--- config.mk ---
export PLATFORM = sky130hd
export DESIGN_NAME = mac_job_seq
export DESIGN_NICKNAME = d
export VERILOG_FILES = /design/src/rtl/mac_job_seq.sv
export SDC_FILE = /design/constraint.sdc
export NUM_CORES = 1
export LEC_CHECK = 0
export CORE_MARGIN = 8
export CORE_UTILIZATION = 38
export DETAILED_ROUTE_END_ITERATION = 6
export PLACE_DENSITY = 0.9
export SYNTH_ARGS = -nofsm -noshare
export SYNTH_HDL_FRONTEND = slang
export SYNTH_SLANG_ARGS = --single-unit
--- constraint.sdc ---
create_clock -name clk -period 2.8 [get_ports clk]
set_input_delay 0.56 -clock clk [delete_from_list [all_inputs] [get_ports clk]]
set_output_delay 0.56 -clock clk [all_outputs]
set_load 0.01 [all_outputs]
--- src/rtl/mac_job_seq.sv ---
`timescale 1ns/1ps
// mac_job_seq: job sequencer for the shared MAC datapath.
//
// Accepts a dot-product job (mode, base address, length) while idle, issues
// one operand-buffer read per cycle, forwards the returned operand pairs to
// the MAC one cycle later, waits for the last product to accumulate, then
// captures the MAC accumulator. The result is held until the consumer takes
// it with res_valid/res_ready. abort returns to IDLE from any busy state.
//
// Ports:
//   clk, rst                    clock, asynchronous active-high reset
//   start / start_ready         job request / sequencer idle
//   cfg_mode, cfg_base, cfg_len job configuration, sampled on accept
//   abort                       cancel the running job
//   op_rd_en, op_rd_addr        operand buffer read strobe and address
//   op_rd_a, op_rd_b            operand data, valid one cycle after op_rd_en
//   mac_en, mac_float_int       MAC enable (low clears it) and mode (1:int)
//   mac_data_en, mac_data_a/b   MAC operand valid and operands
//   mac_over, mac_out           MAC done flag and accumulator
//   res_valid/res_ready         result handshake
//   res_data, res_err           captured accumulator, mac_over was low
//   perf_cycles                 job cycle counter (optional)
//
// Build option: define MAC_JOB_SEQ_PERF_EN to count cycles from accept
// through the capture cycle on perf_cycles; otherwise perf_cycles is 0.
module mac_job_seq #(
  parameter int ADDR_W = 8,
  parameter int LEN_W  = 8
) (
  input  logic              clk,
  input  logic              rst,
  input  logic              start,
  output logic              start_ready,
  input  logic              cfg_mode,
  input  logic [ADDR_W-1:0] cfg_base,
  input  logic [LEN_W-1:0]  cfg_len,
  input  logic              abort,
  output logic              op_rd_en,
  output logic [ADDR_W-1:0] op_rd_addr,
  input  logic [15:0]       op_rd_a,
  input  logic [15:0]       op_rd_b,
  output logic              mac_en,
  output logic              mac_float_int,
  output logic              mac_data_en,
  output logic [15:0]       mac_data_a,
  output logic [15:0]       mac_data_b,
  input  logic              mac_over,
  input  logic [31:0]       mac_out,
  output logic              res_valid,
  input  logic              res_ready,
  output logic [31:0]       res_data,
  output logic              res_err,
  output logic [15:0]       perf_cycles
);

  typedef enum logic [2:0] {
    S_IDLE  = 3'd0,
    S_RUN   = 3'd1,
    S_DRAIN = 3'd2,
    S_CAPT  = 3'd3,
    S_DONE  = 3'd4
  } state_t;

  state_t             state_r;
  state_t             state_nxt_s;
  logic               mode_r;
  logic [ADDR_W-1:0]  addr_r;
  logic [LEN_W-1:0]   len_r;
  logic [LEN_W-1:0]   idx_r;
  logic               data_en_r;
  logic [31:0]        res_data_r;
  logic               res_err_r;
  logic               accept_s;
  logic               last_idx_s;

  // abort has priority over start, so a simultaneous pair is not accepted
  assign accept_s   = (state_r == S_IDLE) && start && !abort;
  assign last_idx_s = (idx_r == (len_r - LEN_W'(1'b1)));

  // State register
  always_ff @(posedge clk or posedge rst) begin
    if (rst) begin
      state_r <= S_IDLE;
    end else begin
      state_r <= state_nxt_s;
    end
  end

  // Next-state logic
  always_comb begin
    state_nxt_s = state_r;
    case (state_r)
      S_IDLE: begin
        if (accept_s) begin
          if (cfg_len == '0) begin
            state_nxt_s = S_DONE;
          end else begin
            state_nxt_s = S_RUN;
          end
        end else begin
          state_nxt_s = S_IDLE;
        end
      end
      S_RUN: begin
        if (abort) begin
          state_nxt_s = S_IDLE;
        end else if (last_idx_s) begin
          state_nxt_s = S_DRAIN;
        end else begin
          state_nxt_s = S_RUN;
        end
      end
      S_DRAIN: begin
        if (abort) begin
          state_nxt_s = S_IDLE;
        end else begin
          state_nxt_s = S_CAPT;
        end
      end
      S_CAPT: begin
        if (abort) begin
          state_nxt_s = S_IDLE;
        end else begin
          state_nxt_s = S_DONE;
        end
      end
      S_DONE: begin
        if (abort || res_ready) begin
          state_nxt_s = S_IDLE;
        end else begin
          state_nxt_s = S_DONE;
        end
      end
      default: begin
        state_nxt_s = S_IDLE;
      end
    endcase
  end

  // State-decoded control outputs
  always_comb begin
    start_ready = 1'b0;
    mac_en      = 1'b0;
    op_rd_en    = 1'b0;
    res_valid   = 1'b0;
    case (state_r)
      S_IDLE:  start_ready = 1'b1;
      S_RUN: begin
        mac_en   = 1'b1;
        op_rd_en = 1'b1;
      end
      S_DRAIN: mac_en    = 1'b1;
      S_CAPT:  mac_en    = 1'b1;
      S_DONE:  res_valid = 1'b1;
      default: begin
        start_ready = 1'b0;
      end
    endcase
  end

  // Job configuration, read address/index, operand valid and result capture
  always_ff @(posedge clk or posedge rst) begin
    if (rst) begin
      mode_r     <= 1'b0;
      addr_r     <= '0;
      len_r      <= '0;
      idx_r      <= '0;
      data_en_r  <= 1'b0;
      res_data_r <= 32'd0;
      res_err_r  <= 1'b0;
    end else begin
      // A read issued in an aborting RUN cycle is never forwarded
      data_en_r <= (state_r == S_RUN) && !abort;
      if (accept_s) begin
        mode_r <= cfg_mode;
        addr_r <= cfg_base;
        len_r  <= cfg_len;
        idx_r  <= '0;
        if (cfg_len == '0) begin
          res_data_r <= 32'd0;
          res_err_r  <= 1'b0;
        end
      end else if (state_r == S_RUN) begin
        // Address register wraps naturally modulo 2^ADDR_W
        addr_r <= addr_r + ADDR_W'(1'b1);
        idx_r  <= idx_r + LEN_W'(1'b1);
      end else if ((state_r == S_CAPT) && !abort) begin
        res_data_r <= mac_out;
        res_err_r  <= ~mac_over;
      end
    end
  end

  assign op_rd_addr    = addr_r;
  assign mac_float_int = mode_r;
  assign mac_data_en   = data_en_r;
  assign mac_data_a    = data_en_r ? op_rd_a : 16'd0;
  assign mac_data_b    = data_en_r ? op_rd_b : 16'd0;
  assign res_data      = res_data_r;
  assign res_err       = res_err_r;

`ifdef MAC_JOB_SEQ_PERF_EN
  logic [15:0] perf_r;

  // Busy-cycle counter: cleared on accept, counts RUN/DRAIN/CAPT, saturates
  always_ff @(posedge clk or posedge rst) begin
    if (rst) begin
      perf_r <= 16'd0;
    end else if (accept_s) begin
      perf_r <= 16'd0;
    end else if (((state_r == S_RUN) || (state_r == S_DRAIN) || (state_r == S_CAPT))
                 && (perf_r != 16'hFFFF)) begin
      perf_r <= perf_r + 16'd1;
    end
  end

  assign perf_cycles = perf_r;
`else
  assign perf_cycles = 16'd0;
`endif

endmodule

Word-level counts from Yosys, hierarchy flattened. Cells that the tools add are included.

Register bits after elaboration: 62. Bits of input ports: 87. Output and inout bits: 95. Word-level logic and storage cells: 57.

Add/subtract/negate cells: 3. Eq/ne operators: 7. Multiplexer cells: 26. Bitwise logic cells: 1. Reduce and logical (&&, ||, !) cells: 12.

Operators by type and width (count): $mux W32 (4); $mux W16 (2); $mux W8 (4); $add A8 B1 Y8 const B (2); $pmux W3 S5 (1); $mux W3 (4); $eq A8 B8 Y1 (1); $logic_not A8 Y1 (1); $mux W1 (8); $sub A8 B1 Y8 const B (1); $eq A3 B2 Y1 const B (2); $mux W2 (3); $logic_and A1 B1 Y1 (4); $reduce_bool A2 Y1 (2); $eq A3 B1 Y1 const B (1); $eq A3 B3 Y1 const B (1); $logic_not A3 Y1 (1); $reduce_and A3 Y1 (1); $reduce_or A3 Y1 (1); $ne A2 B1 Y1 const B (1); $ne A2 B2 Y1 const B (1); $logic_not A1 Y1 (1); $logic_or A1 B1 Y1 (1); $not A1 Y1 (1).

Logic depth before layout (Yosys ltp).
Depth in word-level cells: 5. Depth in mapped cells: 7. Gate-level depth less buffers: 7.

Least setup slack after synthesis. No wires, ideal clock.

Path type: flip-flop to flip-flop. From: register len_r[2]. To: register state_r[0]. Library setup time: 0.126 ns. Arrival: 1.826 ns. Data required time: 2.674 ns. Slack: 0.848 ns. Cell stages (with the launch flop): 6. Cells stage by stage: dfrtp_1 -> or3_4 -> or4_1 -> a21oi_1 -> o2111ai_1 -> a221o_1.

Longest elaborated chain between the ends: 5.

Ends and longest elaborated chain: start: declaration (RTL line 68) `logic [LEN_W-1:0] len_r;`; start signal: assignment (RTL line 177) `len_r <= cfg_len;`; $sub A8 B1 Y8 (RTL line 78) `assign last_idx_s = (idx_r == (len_r - LEN_W'(1'b1)));`; $eq A8 B8 Y1 (RTL line 78); $mux W2 (RTL line 107) `end else if (last_idx_s) begin`; $mux W2 (RTL line 105) `if (abort) begin`; $pmux W3 S5 (RTL line 92) `case (state_r)`; named net state_nxt_s[0] (RTL line 65) `state_t state_nxt_s;`; end signal: assignment (RTL line 85) `state_r <= state_nxt_s;`; end: declaration (RTL line 64) `state_t state_r;`.

The timed path passes the listed nets, and every way through them passes these cells. A chain may end at the register's enable or synchronous reset.

Worst setup path in the final report.
From: register state_r[2]. To: output port op_rd_en.

Longest elaborated chain between the ends: 2.

Ends and longest elaborated chain: $eq A3 B1 Y1 (RTL line 146) `case (state_r)`; $mux W1 (RTL line 146); end: declaration (RTL line 38) `output logic op_rd_en,`.

No other way between the ends.

==> reports/qor.txt <==
Area Overhead vs Synth: 62.6%
ys async rst share: 100%
synthesized cell area: 3020 sq um
ys flop type: dfrtp_1
Ant. Diodes: 0
WL per Instance: 17.7 um
drt first pass iters: 4
crit-path max cell delay: 0.60 ns
CP endpoint kind: primary output
# rows: 32
I/O Pins: 182
CTS tree: done
clk slew on worst S/H paths: 0.06 ns
Hold Fails Final Rpt: 0
clock sink count: 62
P_leak: 0.00217 uW
share of the synthesized area in the top cell type: 51.3%
CTS root buf: clkbuf_8
commonest non-fill, non-tap cells in the layout: 165 x clkdlybuf4s50_1, 62 x dfrtp_1, 41 x nand2_1
vias in the first global route: 3122
Final nets: 554
Clock Tree Buf Depth: 2
drt total wl: 10100 um
status: finished, final reports clean
peak supply drop: 0.382 mV
non-filler cells, final: 570
FF-to-FF path depth: 7
synthesized instance count: 299
initial DRC count: 183
IO buf count: 165
#FFs+latches synth: 62
die width: 105 um
first-pass GRT wire length: 16100 um
Final min period: 2.66 ns
Power, Total: 2870 uW
global route total overflow: 0
gpl congestion: 0.840
Setup TNS Final: 0 ns
Hold EP: mac_float_int
Max Slew Vio Count: 0
final setup margin: 0.141 ns
initial antenna violation count: 0
critical path class: flop to primary output
DP Worst Slack: 0.436 ns
Reg-to-Reg End: state_r[0]
Critical Path RT: 2.24 ns
Startpoint Class: flop
HPWL after DPL: 7980 um
full die area: 11100 sq um
Worst Hold Path Cells: 2
fmax: 376 MHz
Post-CTS Resized: 0
CTS H-tree lvls: 3
Relative slew margins: 57.8%
most common cell after layout, fill and taps aside: clkdlybuf4s50_1
GRT Total Usage: 18.3%
actual slew at the worst max-slew pin: 0.633 ns
Die H: 105 um
post-CTS setup buffers: 0
final clock skew: 0.00749 ns
final setup fails: 0
Post-synth EDFFs: 0
WHS: 0.481 ns
average cell area after synthesis: 10.1 sq um
Worst path slowest cell: or3b_2
placed insts: 555
Post-route DRC: 0
Synth area leaders: dfrtp_1 51%, a22o_1 9.6%, and2_1 6.8%, nand2_1 5.1%, xor2_1 4.1%
worst path cell trace: or3b_2 -> inv_4 -> clkdlybuf4s50_1
Worst Hold Class: flop to flop
# hold bufs at CTS: 0
Max Cap Viol: 0
Initial Util: 39.1%
critical path fanouts, max: 10
r2r setup slk: 0.64 ns
Yosys cell types: 34
largest net degree at the start of global routing: 35
DR vias/cell: 5.01
Synth area leader: dfrtp_1
sequential area share after synthesis: 51.3%
Min-Delay Startpoint: mac_float_int
Skew-Pair Late Insertion Delay: 0.34 ns
PwrDens: 583 nW/um^2
unrepaired setup endpoints after global routing: false
Synthesis Warnings: 0
number of buffers created by CTS: 9
reg2reg start: len_r[0]
Vias: 2853
antenna-violating nets left: 0
critical path arrival: 2.10 ns
layout cells sized above 1: 5.77%
final period utilization: 95.0%
core box area: 7730 sq um
-- sequential cells by signal, summed over array words and instances (netlist names) --
signal / flops
idx_r: 8
len_r: 8
mac_data_en: 1
mac_float_int: 1
op_rd_addr: 8
res_data: 32
res_err: 1
state_r: 3
-- worst max-delay path by stage --
stage / startpoint / to / cells after the start
3_5_place_dp: state_r[2] / op_rd_en / 3
3_3_place_gp: state_r[2] / op_rd_en / 3
2_1_floorplan: rst / idx_r[0] / 1
4_1_cts: state_r[2] / op_rd_en / 3
5_1_grt: state_r[2] / op_rd_en / 3
6_report: state_r[2] / op_rd_en / 3
-- synth_stat cells, drive strengths merged (5+ instances only) --
cell and instances:
dfrtp 62, clkbuf 16, nand3 5, xnor2 10, xor2 14, o21ai 8
buf 16, inv 6, nand2 41, a22o 33, nor2 19, and2 33
-- power breakdown --
| part | switching (uW) | internal [uW] |
|---|---|---|
| clock network | 335 | 387 |
| registers | 175 | 1040 |
| logic | 385 | 540 |
-- per-stage QoR --
step	util [%]	area, sq um
CTS	63.6	4910
finish	63.6	4920
detailed placement	61.2	4730
global route	63.6	4920
floorplan	-	3080
global placement	61.2	4730
-- cell families (layout without fill, tap and decap cells) --
family                   count (synthesis)  after routing  synth area share [%]
adder cells (fa/ha/maj)                  3              3                  1.24
AO/OA/AOI/OAI                           53             53                  13.9
AND/OR/NAND/NOR                        118            118                  19.7
other                                    1             16                 0.124
XOR/XNOR                                24             24                  6.95
flip-flops                              62             62                  51.3
buffers and inverters                   38            192                  6.70
-- layer usage --
layer  up-vias  part of all wire [%]  global-route usage, %
met5         -                     0                      0
met4         0                   1.7                   7.44
met3        14                    13                   9.26
met2       186                    47                   30.2
met1      1332                    39                   19.4
li1       1321                     -                      -
-- layout make-up --
cell class	instances	area [sq um]
timing repair buffer	171	1700
clock inverter	3	18.8
sequential	62	1550
multi-input combinational	214	1330
clock buffer	12	165
inverter	6	25.0
tap	102	128
fill	564	2810
-- worst max-delay path, delay by kind of cell (launching register included) --
| kind | cells | cell delay, ns |
|---|---|---|
| buffers and inverters | 2 | 0.73 |
| and+or+nand+nor | 1 | 0.60 |
| DFF | 1 | 0.43 |
Power figures use the tool's default switching activity.
